==> src/rtl/delay_scheduler_if.sv <==
// Request/grant bundle between the game FSMs (master) and the shared delay timer (slave).
interface delay_scheduler_if #(
  parameter int unsigned N_REQ = 3,
  parameter int unsigned DUR_W = 12
);
  logic [N_REQ-1:0]       i_Req;
  logic [N_REQ*DUR_W-1:0] i_Dur;
  logic                   i_Abort;
  logic [N_REQ-1:0]       o_Grant;
  logic [N_REQ-1:0]       o_Done;
  logic                   o_Busy;
  logic [DUR_W-1:0]       o_Remaining;
  logic                   o_Tick;

  modport master (
    output i_Req, i_Dur, i_Abort,
    input  o_Grant, o_Done, o_Busy, o_Remaining, o_Tick
  );

  modport slave (
    input  i_Req, i_Dur, i_Abort,
    output o_Grant, o_Done, o_Busy, o_Remaining, o_Tick
  );
endinterface

==> src/rtl/delay_scheduler.sv <==
// Round-robin shared millisecond delay timer: grants one requester at a time,
// counts its duration down in TICK_DIV-cycle ticks and pulses done at expiry.
module delay_scheduler #(
  parameter int unsigned N_REQ    = 3,
  parameter int unsigned TICK_DIV = 50000,
  parameter int unsigned DUR_W    = 12
) (
  input  logic             clk_50M,
  input  logic             i_Reset,
  delay_scheduler_if.slave bus
);
  localparam int unsigned IDX_W = (N_REQ > 1) ? $clog2(N_REQ) : 1;
  localparam int unsigned PRE_W = (TICK_DIV > 1) ? $clog2(TICK_DIV) : 1;
  localparam logic [PRE_W-1:0] PRE_LAST = PRE_W'(TICK_DIV - 1);

  typedef enum logic [1:0] {S_IDLE, S_LOAD, S_RUN, S_DONE} state_e;

  state_e           state_q;
  logic [IDX_W-1:0] ptr_q;
  logic [IDX_W-1:0] win_q;
  logic [PRE_W-1:0] pre_q;
  logic [N_REQ-1:0] grant_q;
  logic [N_REQ-1:0] done_q;
  logic             busy_q;
  logic             tick_q;
  logic [DUR_W-1:0] rem_q;

  logic [IDX_W-1:0] win_d;
  logic             win_found_c;
  logic [IDX_W-1:0] ptr_d;
  logic [PRE_W-1:0] pre_d;
  logic             cancel_c;

  // Round-robin arbiter: first asserted request at or above the pointer, wrapping.
  always_comb begin
    int unsigned idx;
    win_d       = '0;
    win_found_c = 1'b0;
    idx         = 0;
    for (int unsigned k = 0; k < N_REQ; k++) begin
      idx = 32'(ptr_q) + k;
      if (idx >= N_REQ) idx = idx - N_REQ;
      if (!win_found_c && bus.i_Req[IDX_W'(idx)]) begin
        win_found_c = 1'b1;
        win_d       = IDX_W'(idx);
      end
    end
  end

  assign ptr_d    = (win_q == IDX_W'(N_REQ - 1)) ? '0 : win_q + IDX_W'(1);
  assign pre_d    = (pre_q == PRE_LAST) ? '0 : pre_q + PRE_W'(1);
  assign cancel_c = bus.i_Abort | ~bus.i_Req[win_q];

  // Tick and decrement are registered one cycle ahead so they appear together
  // with the prescaler reaching its last count.
  always_ff @(posedge clk_50M) begin
    if (i_Reset) begin
      state_q <= S_IDLE;
      ptr_q   <= '0;
      win_q   <= '0;
      pre_q   <= '0;
      grant_q <= '0;
      done_q  <= '0;
      busy_q  <= 1'b0;
      tick_q  <= 1'b0;
      rem_q   <= '0;
    end else begin
      tick_q <= 1'b0;
      done_q <= '0;
      case (state_q)
        S_IDLE: begin
          if (win_found_c && !bus.i_Abort) begin
            win_q   <= win_d;
            rem_q   <= bus.i_Dur[32'(win_d)*DUR_W +: DUR_W];
            grant_q <= N_REQ'(1) << win_d;
            busy_q  <= 1'b1;
            pre_q   <= '0;
            state_q <= S_LOAD;
          end
        end
        S_LOAD: begin
          if (cancel_c) begin
            state_q <= S_IDLE;
            ptr_q   <= ptr_d;
            grant_q <= '0;
            busy_q  <= 1'b0;
            rem_q   <= '0;
            pre_q   <= '0;
          end else if (rem_q == '0) begin
            state_q <= S_DONE;
            done_q  <= grant_q;
          end else begin
            state_q <= S_RUN;
            pre_q   <= '0;
            if (PRE_LAST == '0) begin
              tick_q <= 1'b1;
              rem_q  <= rem_q - DUR_W'(1);
            end
          end
        end
        S_RUN: begin
          if (cancel_c) begin
            state_q <= S_IDLE;
            ptr_q   <= ptr_d;
            grant_q <= '0;
            busy_q  <= 1'b0;
            rem_q   <= '0;
            pre_q   <= '0;
          end else if (pre_q == PRE_LAST && rem_q == '0) begin
            state_q <= S_DONE;
            done_q  <= grant_q;
          end else begin
            pre_q <= pre_d;
            if (pre_d == PRE_LAST && rem_q != '0) begin
              tick_q <= 1'b1;
              rem_q  <= rem_q - DUR_W'(1);
            end
          end
        end
        S_DONE: begin
          state_q <= S_IDLE;
          ptr_q   <= ptr_d;
          grant_q <= '0;
          busy_q  <= 1'b0;
          rem_q   <= '0;
          pre_q   <= '0;
        end
        default: state_q <= S_IDLE;
      endcase
    end
  end

  assign bus.o_Grant     = grant_q;
  assign bus.o_Done      = done_q;
  assign bus.o_Busy      = busy_q;
  assign bus.o_Remaining = rem_q;
  assign bus.o_Tick      = tick_q;

endmodule

==> src/flat_wrapper.sv <==
// flat-port wrapper written by rule: the top's interface ports become plain ports
module delay_scheduler_flat 
#(
  parameter int unsigned N_REQ    = 3,
  parameter int unsigned TICK_DIV = 50000,
  parameter int unsigned DUR_W    = 12
)
  (clk_50M, i_Reset, bus_i_Req, bus_i_Dur, bus_i_Abort, bus_o_Grant, bus_o_Done, bus_o_Busy, bus_o_Remaining, bus_o_Tick);
  delay_scheduler_if #(.N_REQ(N_REQ), .DUR_W(DUR_W)) bus_i ();
  input  logic clk_50M;
  input  logic i_Reset;
  input wire logic [$bits(bus_i.i_Req)-1:0] bus_i_Req;
  input wire logic [$bits(bus_i.i_Dur)-1:0] bus_i_Dur;
  input wire logic [$bits(bus_i.i_Abort)-1:0] bus_i_Abort;
  output wire logic [$bits(bus_i.o_Grant)-1:0] bus_o_Grant;
  output wire logic [$bits(bus_i.o_Done)-1:0] bus_o_Done;
  output wire logic [$bits(bus_i.o_Busy)-1:0] bus_o_Busy;
  output wire logic [$bits(bus_i.o_Remaining)-1:0] bus_o_Remaining;
  output wire logic [$bits(bus_i.o_Tick)-1:0] bus_o_Tick;
  assign bus_i.i_Req = bus_i_Req;
  assign bus_i.i_Dur = bus_i_Dur;
  assign bus_i.i_Abort = bus_i_Abort;
  assign bus_o_Grant = bus_i.o_Grant;
  assign bus_o_Done = bus_i.o_Done;
  assign bus_o_Busy = bus_i.o_Busy;
  assign bus_o_Remaining = bus_i.o_Remaining;
  assign bus_o_Tick = bus_i.o_Tick;
  delay_scheduler #(.N_REQ(N_REQ), .TICK_DIV(TICK_DIV), .DUR_W(DUR_W)) u_core (.clk_50M(clk_50M), .i_Reset(i_Reset), .bus(bus_i));
endmodule
==> config.mk <==
export PLATFORM = sky130hd
export DESIGN_NAME = delay_scheduler_flat
export DESIGN_NICKNAME = d
export VERILOG_FILES = /design/src/rtl/delay_scheduler_if.sv /design/src/rtl/delay_scheduler.sv /design/src/flat_wrapper.sv
export SDC_FILE = /design/constraint.sdc
export NUM_CORES = 1
export LEC_CHECK = 0
export BUFFER_PORTS_ARGS = -buffer_cell sky130_fd_sc_hd__buf_4
export CORE_MARGIN = 8
export CORE_UTILIZATION = 48
export CTS_BUF_LIST = sky130_fd_sc_hd__clkbuf_4 sky130_fd_sc_hd__clkbuf_8 sky130_fd_sc_hd__clkbuf_16
export DETAILED_ROUTE_END_ITERATION = 10
export PLACE_DENSITY = 0.71
export SYNTH_ARGS = -nofsm -noshare
export SYNTH_HDL_FRONTEND = slang
export SYNTH_SLANG_ARGS = --single-unit
==> constraint.sdc <==
create_clock -name clk_50M -period 3.6 [get_ports clk_50M]
set_input_delay 0.36 -clock clk_50M [delete_from_list [all_inputs] [get_ports clk_50M]]
set_output_delay 0.36 -clock clk_50M [all_outputs]
set_load 0.02 [all_outputs]
==> impl_metrics.env <==
export IMPL_status="complete, no violations"
export IMPL_leakage_nw=1.33
export IMPL_drc_errors=0
export IMPL_avgSynthCellArea_um2=7.69
export IMPL_synth_cell_area_um2=2980
export IMPL_antenna_found_initial=0
export IMPL_cts_root_buf="clkbuf_8"
export IMPL_die_y_um=94.8
export IMPL_grt_pass1_vias=2948
export IMPL_die_area_um2=8980
export IMPL_place_congestion=0.908
export IMPL_portBuffers=61
export IMPL_num_antenna_cells=0
export IMPL_vias=3146
export IMPL_start_util_pct=50.0
export IMPL_worstHoldPathCells=2
export IMPL_rsz0062_at_grt="no"
export IMPL_end_kind="flip-flop"
export IMPL_row_count=28
export IMPL_synth_cell_types=68
export IMPL_final_max_slew_viol_count=0
export IMPL_drt_wl_total_um=8830
export IMPL_fin_skew_ns=0.00873
export IMPL_via_per_inst=6.14
export IMPL_die_w_um=94.8
export IMPL_hold_class="reg -> reg"
export IMPL_synth_top_flop_cell="dfxtp_1"
export IMPL_yosysMostFrequentCell="nor2_1"
export IMPL_setup_tns_ns=0
export IMPL_arrival_ns=3.08
export IMPL_first_pass_iters=5
export IMPL_antenna_left=0
export IMPL_setup_violations=0
export IMPL_r2r_worst_path_cells=10
export IMPL_ctsHoldBuffers=0
export IMPL_final_cells=512
export IMPL_netlist_area_leader_share_pct=28.2
export IMPL_wl_per_cell_um=17.2
export IMPL_synth_common_cells="44 x nor2_1, 42 x dfxtp_1, 38 x a21oi_1, 22 x nand2_1, 20 x nand3_1"
export IMPL_slew_headroom_pct=54.9
export IMPL_startpoint_type="flip-flop"
export IMPL_synthArstFlopShare_pct=0
export IMPL_cts_sinks=42
export IMPL_clk_latency_ns=0.30
export IMPL_p_per_area_nw_per_um2=378
export IMPL_synth_edff_count=0
export IMPL_max_freq_mhz=343
export IMPL_syn_inst=387
export IMPL_grt_pass1_wl_um=14200
export IMPL_grt_start_max_net_pins=42
export IMPL_drv_cap=0
export IMPL_grt_util_all_layers_pct=19.6
export IMPL_seq_area_frac_synth_pct=28.2
export IMPL_synthTopCellsByArea="dfxtp_1 28%, a21oi_1 6.4%, nor2_1 5.5%"
export IMPL_hold_viol=0
export IMPL_drt_iter0_markers=260
export IMPL_fin_crit_ns=2.91
export IMPL_critical_path_required_ns=3.77
export IMPL_overflow=0
export IMPL_coreArea_um2=5960
export IMPL_dp_cells=505
export IMPL_ys_ff_latch=42
export IMPL_numCtsBuffers=5
export IMPL_vdd_drop_max_uv=166
export IMPL_worst_pin_slew_ns=0.670
export IMPL_nets=487
export IMPL_syn_nets=437
export IMPL_ys_warn_count=0
export IMPL_worstPathMaxFanout=14
export IMPL_drive_gt1_share_pct=22.4
export IMPL_path_clk_slew_ns=0.08
export IMPL_cts_tree="yes"
export IMPL_dp_hpwl_um=6580
export IMPL_fin_crit_sh_pct=80.9
export IMPL_clockBufferDepth=2
export IMPL_io_pins=62
export IMPL_areaGrowthSynthToFinish_pct=18.8
export IMPL_htree_num_levels=2
export IMPL_yosysTopAreaCell="dfxtp_1"
export IMPL_num_fill_cells=597
export IMPL_post_cts_resized=0
export IMPL_critical_path_class="reg -> reg"
export IMPL_post_cts_buffers=0
==> power breakdown <==
group / total, mW / internal (mW) / leakage (nW) / switching (mW)
clock network: 0.293 / 0.130 / 0.0438 / 0.163
registers: 0.533 / 0.498 / 0.341 / 0.0350
logic: 0.511 / 0.205 / 0.948 / 0.307
==> cell type report <==
cell class | instances | area [µm²] | area share, %
Clock buffer | 5 | 68.8 | 1.95
Clock inverter | 2 | 10.0 | 0.283
Inverter | 11 | 41.3 | 1.17
Multi-Input combinational cell | 309 | 1970 | 55.7
Sequential cell | 42 | 841 | 23.8
Tap cell | 75 | 93.8 | 2.65
Timing Repair Buffer | 68 | 510 | 14.4
==> worst paths after layout <==
kind / startpoint / endpoint / slack [ns]
hold / removal: u_core.state_q[1]$_SDFFE_PP0P_ / u_core.state_q[1]$_SDFFE_PP0P_ / 0.48
setup / recovery: u_core.bus.o_Remaining[0]$_SDFFE_PP0P_ / u_core.pre_q[0]$_SDFFE_PP0P_ / 0.69
hold reg to reg: u_core.state_q[1]$_SDFFE_PP0P_ / u_core.state_q[1]$_SDFFE_PP0P_ / 0.48
setup reg to reg: u_core.bus.o_Remaining[0]$_SDFFE_PP0P_ / u_core.pre_q[0]$_SDFFE_PP0P_ / 0.69
==> critical path, stage by stage, from the launching register on <==
cell and delay, ns:
dfxtp_1 0.34, inv_1 0.10, ha_1 0.21, or4b_1 0.51, nand3b_1 0.28, or3b_2 0.51, o22ai_2 0.33, buf_4 0.27
nor3_1 0.07, a21oi_1 0.12, nor2_1 0.05
==> state kept, by name, indices dropped and copies added (netlist names) <==
signal / flops
u_core.bus.o_Busy: 1
u_core.bus.o_Done: 3
u_core.bus.o_Grant: 3
u_core.bus.o_Remaining: 12
u_core.bus.o_Tick: 1
u_core.pre_q: 16
u_core.ptr_q: 2
u_core.state_q: 2
u_core.win_q: 2
==> cells by family after synthesis <==
group	count (synthesis)	synth area share, %
simple gates	170	31.4
compound gates	124	29.1
flops	42	28.2
buf+inv	36	5.55
fa+ha+maj	9	3.74
mux	4	1.35
xor+xnor	2	0.589
==> per-stage QoR <==
stage	setup WS (ns)	power, mW	util (%)	cell area, µm²	hold slack, ns
after floorplan	1.05	0.878	-	2980	0.449
after global placement	0.767	1.04	58.0	3460	0.464
after detailed placement	0.702	1.05	58.0	3460	0.474
after CTS	0.675	1.35	59.4	3540	0.485
after global routing	0.506	1.41	59.4	3540	0.507
final	0.686	1.34	59.4	3540	0.478
==> per-layer routing <==
layer  vias up  share of wire, %  global-route usage, %
li1       1547                 -                      -
met3        13               9.1                   3.89
met4         0               1.9                   6.89
met2       133                47                   33.1
met1      1453                42                   24.1
met5         -                 0                      0
==> cell usage in the layout, fill, tap and decap left out, drive strengths merged, types with 3 or more instances in the layout <==
| cell | netlist | layout |
|---|---|---|
| buf | 8 | 68 |
| a21oi | 46 | 46 |
| nor2 | 44 | 44 |
| dfxtp | 42 | 42 |
| nand2 | 22 | 22 |
| nand3 | 21 | 21 |
| o21ai | 18 | 18 |
| nor3 | 13 | 13 |
| inv | 11 | 11 |
| and3 | 10 | 10 |
| o31ai | 9 | 9 |
| nand2b | 8 | 8 |
| ha | 8 | 8 |
| a31oi | 8 | 8 |
| nor2b | 7 | 7 |
| a221oi | 6 | 6 |
| and2 | 6 | 6 |
| a22oi | 6 | 6 |
| or4 | 6 | 6 |
| nor4 | 6 | 6 |
| clkbuf | 17 | 5 |
| or3 | 5 | 5 |
| mux2i | 4 | 4 |
| a211oi | 4 | 4 |
| o22ai | 4 | 4 |
| o211ai | 4 | 4 |
| nand4b | 3 | 3 |
| nand3b | 3 | 3 |
| nand4 | 3 | 3 |
| o2bb2ai | 3 | 3 |
| a2111oi | 3 | 3 |
| or2 | 3 | 3 |
(Power assumes the default switching activity.)
